### config.mk
export PLATFORM = sky130hd
export DESIGN_NAME = lock_input_cond
export DESIGN_NICKNAME = d
export VERILOG_FILES = /design/src/rtl/lock_input_cond.sv
export SDC_FILE = /design/constraint.sdc
export NUM_CORES = 1
export LEC_CHECK = 0
export ABC_AREA = 1
export ABC_CLOCK_PERIOD_IN_PS = 4650
export CAP_MARGIN = 20
export CORE_MARGIN = 1
export CORE_UTILIZATION = 65
export CTS_BUF_LIST = sky130_fd_sc_hd__clkbuf_8
export CTS_CLUSTER_DIAMETER = 40
export DETAILED_ROUTE_END_ITERATION = 8
export HOLD_SLACK_MARGIN = 0.08
export PLACE_DENSITY_LB_ADDON = 0.3
export SYNTH_ARGS = -nofsm -noshare
export SYNTH_HDL_FRONTEND = slang
export SYNTH_SLANG_ARGS = --single-unit
### constraint.sdc
create_clock -name CLOCK_50 -period 4.65 [get_ports CLOCK_50]
set_clock_uncertainty 0.1 [all_clocks]
set_input_delay 0.465 -clock CLOCK_50 [delete_from_list [all_inputs] [get_ports CLOCK_50]]
set_output_delay 0.465 -clock CLOCK_50 [all_outputs]
set_load 0.05 [all_outputs]
### src/rtl/lock_input_cond.sv
// Input conditioning for the combination lock: synchronizes and debounces the
// four combination switches, decodes thermometer progress, generates the 1 s
// tick and flags a stalled partial entry.
// Optional stall timeout is built when LOCK_IN_TIMEOUT_EN is defined; without
// it TIMEOUT is tied low and no timeout counter exists.
module lock_input_cond #(
  parameter int DEB_CYCLES    = 1000000,
  parameter int TICK_DIV      = 50000000,
  parameter int TIMEOUT_TICKS = 30
) (
  input  logic       CLOCK_50,
  input  logic       RESET_N,
  input  logic [3:0] SW_IN,
  output logic [3:0] SW_STABLE,
  output logic [3:0] SW_RISE,
  output logic [2:0] STEP,
  output logic       STEP_VALID,
  output logic       TICK_1S,
  output logic       TIMEOUT
);

  localparam int DW = $clog2(DEB_CYCLES + 1);
  localparam int TW = $clog2(TICK_DIV + 1);
  localparam logic [DW-1:0] DEB_LAST  = DW'(DEB_CYCLES - 1);
  localparam logic [TW-1:0] TICK_LAST = TW'(TICK_DIV - 1);

  logic [3:0]    sync1_q, sync2_q;
  logic [3:0]    stable_q, stable_d, stable_prev_q;
  logic [DW-1:0] deb_cnt_q [4];
  logic [DW-1:0] deb_cnt_d [4];
  logic [TW-1:0] tick_cnt_q, tick_cnt_d;

  // Two-flop synchronizer: SW_IN is asynchronous to CLOCK_50.
  always_ff @(posedge CLOCK_50 or negedge RESET_N) begin
    if (!RESET_N) begin
      sync1_q <= '0;
      sync2_q <= '0;
    end else begin
      sync1_q <= SW_IN;
      sync2_q <= sync1_q;
    end
  end

  // Per-bit debounce: count consecutive disagreeing cycles, adopt on the last one.
  always_comb begin
    stable_d = stable_q;
    for (int i = 0; i < 4; i++) begin
      deb_cnt_d[i] = '0;
      if (sync2_q[i] != stable_q[i]) begin
        if (deb_cnt_q[i] == DEB_LAST) begin
          stable_d[i] = sync2_q[i];
        end else begin
          deb_cnt_d[i] = deb_cnt_q[i] + DW'(1);
        end
      end
    end
  end

  // Debounce state, previous stable value for edge detect, and the tick divider.
  always_ff @(posedge CLOCK_50 or negedge RESET_N) begin
    if (!RESET_N) begin
      for (int i = 0; i < 4; i++) deb_cnt_q[i] <= '0;
      stable_q      <= '0;
      stable_prev_q <= '0;
      tick_cnt_q    <= '0;
    end else begin
      for (int i = 0; i < 4; i++) deb_cnt_q[i] <= deb_cnt_d[i];
      stable_q      <= stable_d;
      stable_prev_q <= stable_q;
      tick_cnt_q    <= tick_cnt_d;
    end
  end

  // Free-running divider; TICK_1S marks the last count of each period.
  always_comb begin
    TICK_1S    = (tick_cnt_q == TICK_LAST);
    tick_cnt_d = TICK_1S ? '0 : tick_cnt_q + TW'(1);
  end

  assign SW_STABLE = stable_q;
  assign SW_RISE   = stable_q & ~stable_prev_q;

  // Thermometer decode of the stable switches into combination progress.
  always_comb begin
    STEP       = 3'd0;
    STEP_VALID = 1'b1;
    case (stable_q)
      4'b0000: STEP = 3'd0;
      4'b1000: STEP = 3'd1;
      4'b1100: STEP = 3'd2;
      4'b1110: STEP = 3'd3;
      4'b1111: STEP = 3'd4;
      default: begin
        STEP       = 3'd0;
        STEP_VALID = 1'b0;
      end
    endcase
  end

`ifdef LOCK_IN_TIMEOUT_EN
  localparam int OW = $clog2(TIMEOUT_TICKS + 1);
  localparam logic [OW-1:0] TO_LAST = OW'(TIMEOUT_TICKS - 1);

  logic [2:0]    step_prev_q;
  logic [OW-1:0] to_cnt_q, to_cnt_d;
  logic          to_fire;

  // Stall counter: any progress change or non-partial state restarts it,
  // taking precedence over a coincident tick.
  always_comb begin
    to_cnt_d = to_cnt_q;
    to_fire  = 1'b0;
    if ((STEP != step_prev_q) || !STEP_VALID || (STEP == 3'd0) || (STEP == 3'd4)) begin
      to_cnt_d = '0;
    end else if (TICK_1S) begin
      if (to_cnt_q == TO_LAST) begin
        to_cnt_d = '0;
        to_fire  = 1'b1;
      end else begin
        to_cnt_d = to_cnt_q + OW'(1);
      end
    end
  end

  // Stall counter and last-cycle progress for change detection.
  always_ff @(posedge CLOCK_50 or negedge RESET_N) begin
    if (!RESET_N) begin
      to_cnt_q    <= '0;
      step_prev_q <= 3'd0;
    end else begin
      to_cnt_q    <= to_cnt_d;
      step_prev_q <= STEP;
    end
  end

  assign TIMEOUT = to_fire;
`else
  logic unused_timeout_cfg;
  assign unused_timeout_cfg = (TIMEOUT_TICKS != 0);
  assign TIMEOUT = 1'b0;
`endif

endmodule

==> results.md <==
- Worst-path cell chain: ha_1, nand2_1, nor2_1, nand3_1, inv_2, clkdlybuf4s50_1
- Total track usage: 0.2981
- Largest cells by area after synthesis: dfrtp_1 (46%), nor2_1 (12%), nand2_1 (11%)
- Area delta synth->final: 11.78%
- # DRC: 0
- CTS Buffer Depth: 2
- First-pass GRT wire length: 23740 µm
- Fraction of layout cells with a size suffix above 1: 0.08487
- PortBufs: 18
- Most common cell in the netlist: nor2_1
- Global routing's busiest layer: met2
- Die area: about 0.011 mm²
- Num CTS Buffers: 17
- Commonest cells post-synth: nor2_1 (214), nand2_1 (190), dfrtp_1 (122)
- Critical path arrival: about 2.4 ns
- Maximum VDD drop: 0.0003247 V
- TritonRoute pass-1 iters: 5
- Flop pwr share: 0.502
- Switching fraction of total power: 0.2103
- Setup-failing EPs final: 0
- Sequential area share after synthesis: 0.4606
- CORE AREA: 0.009819 mm²
- Cells after Synth: 870
- Tightest Pin Transition: roughly 0.93 ns
- Clk_lat worst skew: ~0.45 ns
- Met1 GRT Util: 0.3579
- Number of synthesized flops with an enable pin: 0
- Int Power: 0.001705 W
- CP max-delay cell: clkdlybuf4s50_1
- Vias in the first global route: approximately 5300
- Count of final hold-check violations: 0
- Logic gate share of total power: 0.030
- Root buf cell: clkbuf_8
- Crit Path Max Fanout: 6
- Effective utilization at floorplan: 0.6751
- GR Overflow Total: 0
- TritonCTS clock tree: yes
- #FFs+latches synth: 122
- Syn. warnings: 0
- Nets: approximately 920
- Max Slew Vio Count: 0
- Synth area leader: dfrtp_1
- Net Count, Synth: between 800 and 900
- FMAX: about 0.34 GHz
- Vias per cell: between 5 and 6
- Syn avg cell area: between 7 and 8 µm²
- Max-cap violations: 0
- WL final: between 10000 and 15000 µm
- Worst hold path type: flip-flop to flip-flop
- Die width: 103.0 µm
- Clock slew at reported path FFs: around 0.07 ns
- Die Ht: 103.0 µm
- Vias: about 5600
- Switching pwr: 0.0004540 W
- Distinct cells, synth: 33
- Clock power frac: 0.469
- Fillers: between 700 and 800
- Setup crit end kind: primary output
- Num rows: 36
- Antenna violations before repair: 0
- CP bufs+invs: 2
- Fin crit share: 0.6411
- Post_cts resized: 0
- Largest net degree at the start of global routing: 75
- Synth async-reset ratio: 1.000
- Setup_tns: 0 ns
- RSZ-0062 raised after global routing: no
- Max stage delay on crit path: 0.81 ns
- # IOs: 20
- Ant diodes: 0
- CP delay by family, top: buffers and inverters
- Wirelength per Cell: 13.55 µm
- Worst setup path class: flip-flop to primary output
- Max-slew headroom: 0.3804
- Antenna-violating nets left: 0
- Placer Congestion: around 0.93
- Synth top area share: 0.4606
- Top FF cell, synth: dfrtp_1
- Startpoint Class: flip-flop
- Met2 global-route usage: 0.5010
- DPL Wire Length: 10360 µm
- Hold Slack: approximately 0.25 ns
- Pwr Density: about 300 mW/mm²
- Status: complete, no violations
- CP required: between 4 and 5 ns
- H-tree levels: 4
- Pleak: around 3.2 nW
- GRT met3 Usage: 0.08475
- Clk sink count: 122
- Minimum clock period after layout: about 3.0 ns
- Mapped cell area: approximately 0.0066 mm²
- Drt initial violations: 305
## timing repair
item	4_1_cts	5_1_grt
hold buffers	1	0
hold endpoints to repair	48	0
setup buffers	0	0
## stage by stage
stage          power (W)  area, µm²  setup slack (ns)  utilization  cells
3_5_place_dp    0.001167       6975             2.139       0.7104   1021
3_3_place_gp    0.001165       6975             2.188       0.7104   1021
6_report        0.002159       7410             1.669       0.7546   1052
2_1_floorplan   0.001132       6629             1.596            -    870
4_1_cts         0.002179       7410             1.623       0.7546   1052
5_1_grt         0.002230       7410             1.464       0.7546   1052
## power groups by stage
stage	Clock, W	Sequential, W	Combinational [W]
after floorplan	0	0.00110	0.0000324
after global placement	0	0.00110	0.0000631
after detailed placement	0	0.00110	0.0000649
after CTS	0.00103	0.00108	0.0000662
after global routing	0.00107	0.00108	0.0000754
final	0.00101	0.00108	0.0000640
## metal layers
| metal | vias up | part of all wire |
|---|---|---|
| met5 | - | 0 |
| met4 | 0 | 0.024 |
| met3 | 33 | 0.062 |
| met2 | 161 | 0.49 |
| met1 | 2634 | 0.42 |
| li1 | 2812 | - |
## area by class of cell
type                       instances  area [µm²]  share of cell area
multi-input combinational        654        3218              0.4343
sequential                       122        3053              0.4120
inverter                          92       345.3             0.04661
clock buffer                      20       275.3             0.03715
timing repair buffer              21       202.7             0.02736
tap                              133       166.4             0.02246
clock inverter                    10       148.9             0.02009
## worst paths after layout
check / from / endpoint / slack, ns / cells after the start
hold reg to reg: sync1_q[3] / sync2_q[3] / 0.25 / 0
min in group asynchronous: RESET_N / deb_cnt_q[14] / 0.54 / 3
setup reg to reg: tick_cnt_q[0] / tick_cnt_q[17] / 2.79 / 6
setup / recovery: tick_cnt_q[0] / TICK_1S / 1.67 / 6
max in group asynchronous: RESET_N / tick_cnt_q[11] / 3.15 / 3
hold / removal: sync1_q[3] / sync2_q[3] / 0.25 / 0
## layout by cell type, fill, tap and decap left out, types with 2 or more instances in the layout
master,instances
dfrtp_1,122
clkinv_2,5
nand3_4,2
a21oi_1,16
bufinv_16,4
xor2_1,37
inv_2,2
xnor2_1,18
nor3b_1,2
o21ai_0,11
nand2_2,7
nand2_1,190
and2_1,4
nand3_1,85
xor2_2,2
nor2_4,4
inv_1,91
nand3_2,4
clkdlybuf4s50_1,17
nand3b_1,2
nor3_2,3
o21ai_1,3
nand4_1,10
nor3_1,11
ha_1,5
clkbuf_8,20
buf_4,3
nor2_2,17
nor2_1,214
## cells by family (layout without fill, tap and decap cells)
family,after synthesis,in the layout,share of synthesized area
buf+inv,94,143,0.05398
compound gates,32,32,0.02529
simple gates,559,559,0.3726
xor+xnor,57,57,0.07758
other cells,1,1,0.0005657
flops,122,122,0.4606
fa+ha+maj,5,5,0.009438
## flip-flops by register name (all words and copies together), names as in the netlist
signal	flops
SW_STABLE	4
sync2_q	4
stable_prev_q	4
sync1_q	4
tick_cnt_q	26
deb_cnt_q	80
## worst reg2reg max path: stages, from the launching register on
cell and delay (ns):
dfrtp_1 0.41, ha_1 0.29, nand3_2 0.19, nor2_1 0.33, nand4_1 0.25, nand2_1 0.13
nor2_1 0.05
(Power assumes the default switching activity.)
